[config.mk]
export PLATFORM = sky130hd
export DESIGN_NAME = mem_arbiter
export DESIGN_NICKNAME = d
export VERILOG_FILES = /design/src/rtl/mem_arb_pkg.sv /design/src/rtl/rr_arbiter2.sv /design/src/rtl/mem_arbiter.sv
export SDC_FILE = /design/constraint.sdc
export NUM_CORES = 1
export LEC_CHECK = 0
export CAP_MARGIN = 5
export CORE_MARGIN = 1
export CORE_UTILIZATION = 45
export DETAILED_ROUTE_END_ITERATION = 8
export PLACE_DENSITY = 0.95
export SLEW_MARGIN = 15
export SYNTH_ARGS = -nofsm -noshare
export SYNTH_HDL_FRONTEND = slang
export SYNTH_HIERARCHICAL = 1
export SYNTH_SLANG_ARGS = --single-unit
[constraint.sdc]
create_clock -name clk -period 3.03 [get_ports clk]
set_input_delay 0.606 -clock clk [delete_from_list [all_inputs] [get_ports clk]]
set_output_delay 0.606 -clock clk [all_outputs]
set_load 0.01 [all_outputs]
[src/rtl/mem_arb_pkg.sv]
// Shared types and defaults for the two-requester memory arbiter.
package mem_arb_pkg;

  localparam int DEF_DATA_W = 32;
  localparam int DEF_ADDR_W = 5;

  typedef enum logic [1:0] {
    ST_IDLE    = 2'd0,
    ST_ISSUE   = 2'd1,
    ST_RD_WAIT = 2'd2,
    ST_DONE    = 2'd3
  } state_t;

  typedef enum logic {
    REQ_A = 1'b0,
    REQ_B = 1'b1
  } req_id_t;

  // 2-way round robin: a lone requester wins, a tie goes to the one not granted last.
  function automatic logic rr_pick(input logic [1:0] req, input logic last_grant);
    logic pick;
    pick = last_grant;
    case (req)
      2'b01:   pick = REQ_A;
      2'b10:   pick = REQ_B;
      2'b11:   pick = ~last_grant;
      default: pick = last_grant;
    endcase
    return pick;
  endfunction

endpackage

[src/rtl/rr_arbiter2.sv]
// Two-way round-robin pick; req[0] is requester A, req[1] is requester B.
module rr_arbiter2
  import mem_arb_pkg::*;
(
  input  logic [1:0] req,
  input  logic       last_grant,
  output logic       grant
);

  assign grant = rr_pick(req, last_grant);

endmodule

[src/rtl/mem_arbiter.sv]
// Arbitrates two requesters onto one single-port memory and returns read data
// to whichever requester owned the access.
module mem_arbiter
  import mem_arb_pkg::*;
#(
  parameter int DATA_W   = DEF_DATA_W,
  parameter int ADDR_W   = DEF_ADDR_W,
  parameter int READ_LAT = 2
) (
  input  logic              clk,
  input  logic              reset,
  input  logic              a_req,
  input  logic              a_we,
  input  logic [ADDR_W-1:0] a_addr,
  input  logic [DATA_W-1:0] a_wdata,
  output logic              a_gnt,
  output logic              a_done,
  output logic [DATA_W-1:0] a_rdata,
  input  logic              b_req,
  input  logic              b_we,
  input  logic [ADDR_W-1:0] b_addr,
  input  logic [DATA_W-1:0] b_wdata,
  output logic              b_gnt,
  output logic              b_done,
  output logic [DATA_W-1:0] b_rdata,
  output logic              mem_mode,
  output logic              mem_we,
  output logic [ADDR_W-1:0] mem_addr,
  output logic [DATA_W-1:0] mem_wdata,
  input  logic [DATA_W-1:0] mem_rdata,
  output logic              busy
);

  localparam logic [2:0] LAT_C = 3'(READ_LAT);

  state_t            state_r;
  req_id_t           last_grant_r;
  req_id_t           owner_r;
  logic              we_r;
  logic [2:0]        cnt_r;
  logic              mem_mode_r;
  logic              mem_we_r;
  logic [1:0]        req_s;
  logic              win_s;
  logic              sel_we_s;
  logic [ADDR_W-1:0] sel_addr_s;
  logic [DATA_W-1:0] sel_wdata_s;

  assign req_s = {b_req, a_req};

  rr_arbiter2 u_rr (
    .req        (req_s),
    .last_grant (last_grant_r),
    .grant      (win_s)
  );

  // Command fields of the requester that wins this cycle's arbitration.
  always_comb begin
    sel_we_s    = a_we;
    sel_addr_s  = a_addr;
    sel_wdata_s = a_wdata;
    if (win_s == REQ_B) begin
      sel_we_s    = b_we;
      sel_addr_s  = b_addr;
      sel_wdata_s = b_wdata;
    end else begin
      sel_we_s    = a_we;
      sel_addr_s  = a_addr;
      sel_wdata_s = a_wdata;
    end
  end

  // Strobes are forced low while reset is asserted, not just after the edge.
  assign mem_mode = mem_mode_r & ~reset;
  assign mem_we   = mem_we_r & ~reset;

  // Transaction FSM with registered handshake and memory command outputs.
  always_ff @(posedge clk) begin
    if (reset) begin
      state_r      <= ST_IDLE;
      last_grant_r <= REQ_B;
      owner_r      <= REQ_A;
      we_r         <= 1'b0;
      cnt_r        <= 3'd0;
      mem_mode_r   <= 1'b0;
      mem_we_r     <= 1'b0;
      mem_addr     <= '0;
      mem_wdata    <= '0;
      a_gnt        <= 1'b0;
      b_gnt        <= 1'b0;
      a_done       <= 1'b0;
      b_done       <= 1'b0;
      a_rdata      <= '0;
      b_rdata      <= '0;
      busy         <= 1'b0;
    end else begin
      a_gnt      <= 1'b0;
      b_gnt      <= 1'b0;
      a_done     <= 1'b0;
      b_done     <= 1'b0;
      mem_mode_r <= 1'b0;
      mem_we_r   <= 1'b0;
      case (state_r)
        ST_IDLE: begin
          if (|req_s) begin
            owner_r      <= req_id_t'(win_s);
            last_grant_r <= req_id_t'(win_s);
            we_r         <= sel_we_s;
            mem_addr     <= sel_addr_s;
            mem_wdata    <= sel_wdata_s;
            mem_mode_r   <= 1'b1;
            mem_we_r     <= sel_we_s;
            a_gnt        <= (win_s == REQ_A);
            b_gnt        <= (win_s == REQ_B);
            busy         <= 1'b1;
            state_r      <= ST_ISSUE;
          end else begin
            busy    <= 1'b0;
            state_r <= ST_IDLE;
          end
        end
        ST_ISSUE: begin
          if (we_r) begin
            a_done  <= (owner_r == REQ_A);
            b_done  <= (owner_r == REQ_B);
            state_r <= ST_DONE;
          end else begin
            cnt_r   <= 3'd1;
            state_r <= ST_RD_WAIT;
          end
        end
        ST_RD_WAIT: begin
          // cnt_r numbers the RD_WAIT cycles 1..READ_LAT; data is valid in the last one.
          if (cnt_r == LAT_C) begin
            if (owner_r == REQ_B) begin
              b_rdata <= mem_rdata;
            end else begin
              a_rdata <= mem_rdata;
            end
            a_done  <= (owner_r == REQ_A);
            b_done  <= (owner_r == REQ_B);
            cnt_r   <= 3'd0;
            state_r <= ST_DONE;
          end else begin
            cnt_r   <= cnt_r + 3'd1;
            state_r <= ST_RD_WAIT;
          end
        end
        ST_DONE: begin
          busy    <= 1'b0;
          cnt_r   <= 3'd0;
          state_r <= ST_IDLE;
        end
        default: begin
          busy    <= 1'b0;
          cnt_r   <= 3'd0;
          state_r <= ST_IDLE;
        end
      endcase
    end
  end

endmodule

==> flow_summary.json, run 1 <==
{
  "outcome": "finished, final reports clean",
  "maxCapViolCount": 0,
  "end_kind": "output pin",
  "path_max_fanout": 1,
  "ys_seq_area_share_pct": 48.4,
  "synth.distinct_cells": 35,
  "initial_core_util_pct": 46.5,
  "core-area_sq_um": 10300,
  "syn_inst": 473,
  "clk_pin_slew_ns": 0.06,
  "globalplace.congestion": 0.800,
  "cts_root_buffer": "clkbuf_8",
  "grt_pass1_wl_mm": 22.3,
  "start_kind": "register",
  "ys_seq_elements": 116,
  "wl_per_cell_um": 16.6,
  "fin_crit_sh_pct": 69.7,
  "power.switching_mw": 1.16,
  "first_pass_iters": 4,
  "vias_per_cell": 5.20,
  "clkPwrFrac_pct": 41.8,
  "max_freq_ghz": 0.474,
  "hold_buffers": 0,
  "grtUsageTotal_pct": 25.4,
  "num_vias": 4315,
  "fin_tns_setup_ns": 0,
  "arrival_ns": 1.50,
  "criticalPathCategory": "register to output pin",
  "dp.final_hpwl_mm": 9.93,
  "synth_area_per_cell_sq_um": 10.2,
  "dp.cells": 798,
  "worstPathRequired_ns": 2.42,
  "slew_headroom_pct": 47.9,
  "post_cts_resize_count": 0,
  "overflow": 0,
  "htreeDepth": 4,
  "post_cts_buffers": 0,
  "final_max_slew_viol_count": 0,
  "cts_made_buffers": 17,
  "p_leak_nw": 2.97,
  "rsz0062_at_grt": "no",
  "synth_nets": 590,
  "hold_viol_final": 0,
  "pin_count": 220,
  "max-vdd-ir-drop_v": 0.000474,
  "dieHeight_um": 105,
  "drt_iter0_drc": 197,
  "power_density_nw_per_um2": 594,
  "drive_gt1_share_pct": 6.49,
  "syn_area_sq_um": 4800,
  "clkLatencyLatePin_ns": 0.50,
  "grt_pass1_vias": 4531,
  "route.detailed.drc": 0,
  "die_w_um": 105,
  "skew_ns": 0.00834,
  "nFillCells": 710,
  "final_nets": 798,
  "setup_viol": 0,
  "io_buffers": 219,
  "swShare_pct": 25.6,
  "cts_buffer_depth": 2,
  "whs_ns": 0.409,
  "grt_max_degree": 100,
  "p_int_mw": 3.37,
  "numClockSinks": 116,
  "pwr-share-seq_pct": 38.5,
  "ant_nets": 0,
  "power.total_mw": 4.53,
  "power_frac_comb_pct": 19.6,
  "fin_cells": 830,
  "min_path_type": "input pin to register",
  "dieArea_sq_um": 11100,
  "ys_warn_count": 6,
  "num_rows": 37,
  "antenna_found_initial": 0,
  "wirelength_mm": 13.8,
  "area_growth_pct": 59.0,
  "cts_tree": "done",
  "period_needed_ns": 2.11,
  "worst_slew_pin_slew_ns": 0.781
}
[power by group through the flow]
stage	Combinational (mW)	Clock (mW)	Sequential, mW
global route	0.949	1.99	1.76
floorplan	0.373	0	1.81
CTS	0.894	1.92	1.75
finish	0.891	1.90	1.75
detailed placement	0.890	0	1.77
global placement	0.858	0	1.77
[kinds of logic (layout without fill, tap and decap cells)]
family | count (synthesis) | after routing | synth area share (%)
compound gates | 116 | 116 | 15.5
fa+ha+maj | 5 | 5 | 1.30
buf+inv | 44 | 264 | 4.01
flops | 116 | 116 | 48.4
mux | 71 | 71 | 14.8
other cells | 0 | 1 | 0
simple gates | 121 | 121 | 16.1
[path summary, 6_finish.rpt]
kind | end | slack (ns) | cells after the start | from
worst max-delay path | mem_mode | 0.92 | 2 | mem_mode_r
worst min-delay path | busy | 0.41 | 2 | reset
worst min register to register | busy | 0.46 | 2 | busy
worst max register to register | a_rdata[30] | 1.03 | 6 | state_r[0]
[state kept, by name, indices dropped and copies added (netlist names)]
register,cells
b_rdata,32
we_r,1
a_rdata,32
a_gnt,1
last_grant_r,1
mem_wdata,32
cnt_r,3
b_gnt,1
mem_we_r,1
mem_mode_r,1
a_done,1
mem_addr,5
b_done,1
state_r,2
busy,1
owner_r,1
[critical path, cell delays in order (launching register included)]
cell and delay [ns]:
dfxtp_1 0.30, nor2b_1 0.15, clkdlybuf4s50_1 0.56
[per-layer routing]
metal / share of wire [%] / global-route usage, % / vias to the layer above
met5: 0 / 0 / -
met4: 2.5 / 11.7 / 0
met3: 7.9 / 6.80 / 25
met2: 49 / 43.4 / 208
met1: 40 / 29.8 / 2011
li1: - / - / 2071
[area by class of cell]
cell class	count	area, sq um	share of cell area [%]
timing repair buffer	227	2250	29.4
antenna	1	2.50	0.0328
tap	136	170	2.23
sequential	116	2320	30.4
clock inverter	9	104	1.36
multi-input combinational	313	2300	30.2
clock buffer	22	463	6.06
inverter	6	22.5	0.295
[stage by stage]
| step | utilization [%] | cell area, sq um | worst slack, ns |
|---|---|---|---|
| 2_1_floorplan | - | 4800 | 1.29 |
| 4_1_cts | 73.9 | 7630 | 0.856 |
| 5_1_grt | 73.9 | 7630 | 0.825 |
| 3_3_place_gp | 68.4 | 7060 | 0.629 |
| 3_5_place_dp | 68.4 | 7060 | 0.506 |
| 6_report | 73.9 | 7630 | 0.919 |
[cells in the final DEF, fill, tap and decap left out, types with 3 or more instances in the layout]
master,count
nand2b_1,65
nor2_1,3
clkinv_2,4
mux2i_1,70
ha_1,5
o21ai_0,62
nor2b_1,36
buf_4,8
o21ai_1,5
o2bb2ai_1,37
clkbuf_8,4
clkdlybuf4s50_1,218
clkbuf_16,16
a21oi_1,5
inv_1,6
dfxtp_1,116
[cell usage after synthesis]
master     count  area share, %
or2_2          2           0.26
ha_1           5            1.3
o21ai_1        5           0.52
nand2_2        1           0.13
and2_1         1           0.13
clkbuf_1      27            2.1
a21oi_1        5           0.52
a22o_1         1           0.18
nor2_1         3           0.23
nand2_1        1          0.078
a21boi_0       1           0.16
buf_6          2           0.47
buf_1          1          0.078
and2_4         1           0.18
inv_1          6           0.47
buf_4          1           0.16
nor3b_1        1           0.16
a221oi_1       1           0.18
and4bb_4       1           0.34
o21ai_0       62            6.5
nor2b_1       37            4.8
o311a_1        1           0.21
nand4bb_1      1           0.23
a21o_1         2           0.31
dfxtp_1      116             48
nand4b_1       1           0.18
o2bb2ai_1     37            6.7
mux2i_1       71             15
buf_2          7           0.73
and3b_1        2           0.36
or3_1          1           0.13
a2bb2oi_1      1           0.18
nand2b_1      65            8.5
nor3_1         2           0.21
nand4_1        1           0.13
No activity file was read; power rests on OpenSTA's default activity.
==> inputs of run 2 (changes only) <==
--- a/config.mk
+++ b/config.mk
@@ -7,9 +7,9 @@
 export LEC_CHECK = 0
 export CAP_MARGIN = 5
 export CORE_MARGIN = 1
-export CORE_UTILIZATION = 45
+export CORE_UTILIZATION = 42
 export DETAILED_ROUTE_END_ITERATION = 8
-export PLACE_DENSITY = 0.95
+export PLACE_DENSITY = 0.92
 export SLEW_MARGIN = 15
 export SYNTH_ARGS = -nofsm -noshare
 export SYNTH_HDL_FRONTEND = slang
==> constraint.sdc (replaced) <==
create_clock -name clk -period 2.1 [get_ports clk]
set_input_delay 0.42 -clock clk [delete_from_list [all_inputs] [get_ports clk]]
set_output_delay 0.42 -clock clk [all_outputs]
set_load 0.01 [all_outputs]
==> flow_summary.json, run 2 (same netlist as run 1, synthesis figures left out) <==
{
  "seq_area_sq_um": 2320,
  "hold_viol_final": 0,
  "fin_crit_sh_pct": 85.8,
  "grt_pass1_wl_mm": 21.7,
  "max-vdd-ir-drop_v": 0.000501,
  "setup_slack_ns": 0.299,
  "power.total_mw": 6.76,
  "hold_buffers": 0,
  "dp.final_hpwl_mm": 10.1,
  "slew_headroom_pct": 47.7,
  "final_common_cell": "clkdlybuf4s50_1",
  "clkLatencyLatePin_ns": 0.40,
  "period_needed_ns": 1.80,
  "cts_made_buffers": 17,
  "globalplace.congestion": 0.827,
  "p_leak_nw": 3.01,
  "pin_count": 220,
  "htreeDepth": 4,
  "fin_cells": 836,
  "core-area_sq_um": 11000,
  "vias_per_cell": 5.15,
  "dieArea_sq_um": 11900,
  "end_kind": "output pin",
  "skew_ns": 0.00872,
  "fin_tns_setup_ns": 0,
  "path_max_fanout": 1,
  "route.detailed.drc": 0,
  "overflow": 0,
  "clk_pin_slew_ns": 0.06,
  "initial_core_util_pct": 43.7,
  "arrival_ns": 1.38,
  "dieHeight_um": 109,
  "pre_cts_ws_ns": 0.0800,
  "die_w_um": 109,
  "reg_top3": "a_rdata (32), b_rdata (32), mem_wdata (32)",
  "antenna_found_initial": 0,
  "numClockSinks": 116,
  "cts_buffer_depth": 2,
  "io_buffers": 219,
  "wirelength_mm": 14.0,
  "start_kind": "register",
  "num_vias": 4306,
  "min_path_type": "input pin to register",
  "final_max_slew_viol_count": 0,
  "final_nets": 800,
  "setup_viol": 0,
  "ant_nets": 0,
  "drt_iter0_drc": 230,
  "worst_slew_pin_slew_ns": 0.785,
  "max_freq_ghz": 0.555,
  "rsz0062_at_grt": "no",
  "first_pass_iters": 4,
  "grt_max_degree": 101,
  "fin_area_sq_um": 7730,
  "nFillCells": 799,
  "criticalPathCategory": "register to output pin",
  "power_density_nw_per_um2": 874,
  "cts_root_buffer": "clkbuf_16",
  "multi_input_area_sq_um": 2310,
  "n_antenna_cell": 0,
  "outcome": "finished, final reports clean",
  "drive_gt1_share_pct": 6.61,
  "wl_per_cell_um": 16.8,
  "final_cell_mix": "clkdlybuf4s50_1 (218), dfxtp_1 (116), mux2i_1 (70)",
  "grtUsageTotal_pct": 24.1,
  "dp.cells": 804,
  "worstPathRequired_ns": 1.68,
  "placed_area_sq_um": 7140,
  "area_growth_pct": 61.1,
  "grt_pass1_vias": 4550,
  "maxCapViolCount": 0,
  "post_cts_buffers": 0,
  "cts_tree": "done",
  "num_rows": 38,
  "post_cts_resize_count": 0
}
==> run 2: cell type report <==
cell class,instances,area share [%]
clock buffer,23,6.05
multi-input combinational,313,29.8
inverter,6,0.291
clock inverter,9,1.65
timing repair buffer,229,29.9
sequential,116,30.0
tap,140,2.26
==> run 2: report_power, final <==
group	leakage, nW	internal, mW	switching, mW	total [mW]
combinational	1.78	0.741	0.580	1.32
sequential	0.943	2.40	0.145	2.54
clock	0.283	1.92	0.976	2.90
total	3.01	5.06	1.70	6.76
==> run 2: metrics by stage <==
step | util, % | hold slack (ns)
6_report | 70.4 | 0.319
5_1_grt | 70.4 | 0.319
4_1_cts | 70.4 | 0.306
3_5_place_dp | 65.0 | 0.445
3_3_place_gp | 65.0 | 0.444
2_1_floorplan | - | 0.442
==> run 2: worst paths after layout <==
kind / startpoint / to / slack [ns] / cells after the start
min: reset / busy / 0.32 / 2
max reg2reg: state_r[0] / b_rdata[21] / 0.32 / 5
max: mem_mode_r / mem_mode / 0.30 / 2
min reg2reg: mem_wdata[8] / mem_wdata[8] / 0.46 / 1
==> run 2: critical path: stages, from the launching register on <==
cell	delay, ns
dfxtp_1	0.30
nor2b_1	0.12
clkdlybuf4s50_1	0.56
==> run 2: routing by layer <==
metal / up-vias / GRT usage, % / wire length [um]
met4: 0 / 11.9 / 451
met1: 2016 / 25.3 / 5410
met5: - / 0 / 0
li1: 2075 / - / -
met2: 182 / 42.4 / 7060
met3: 33 / 8.61 / 1130
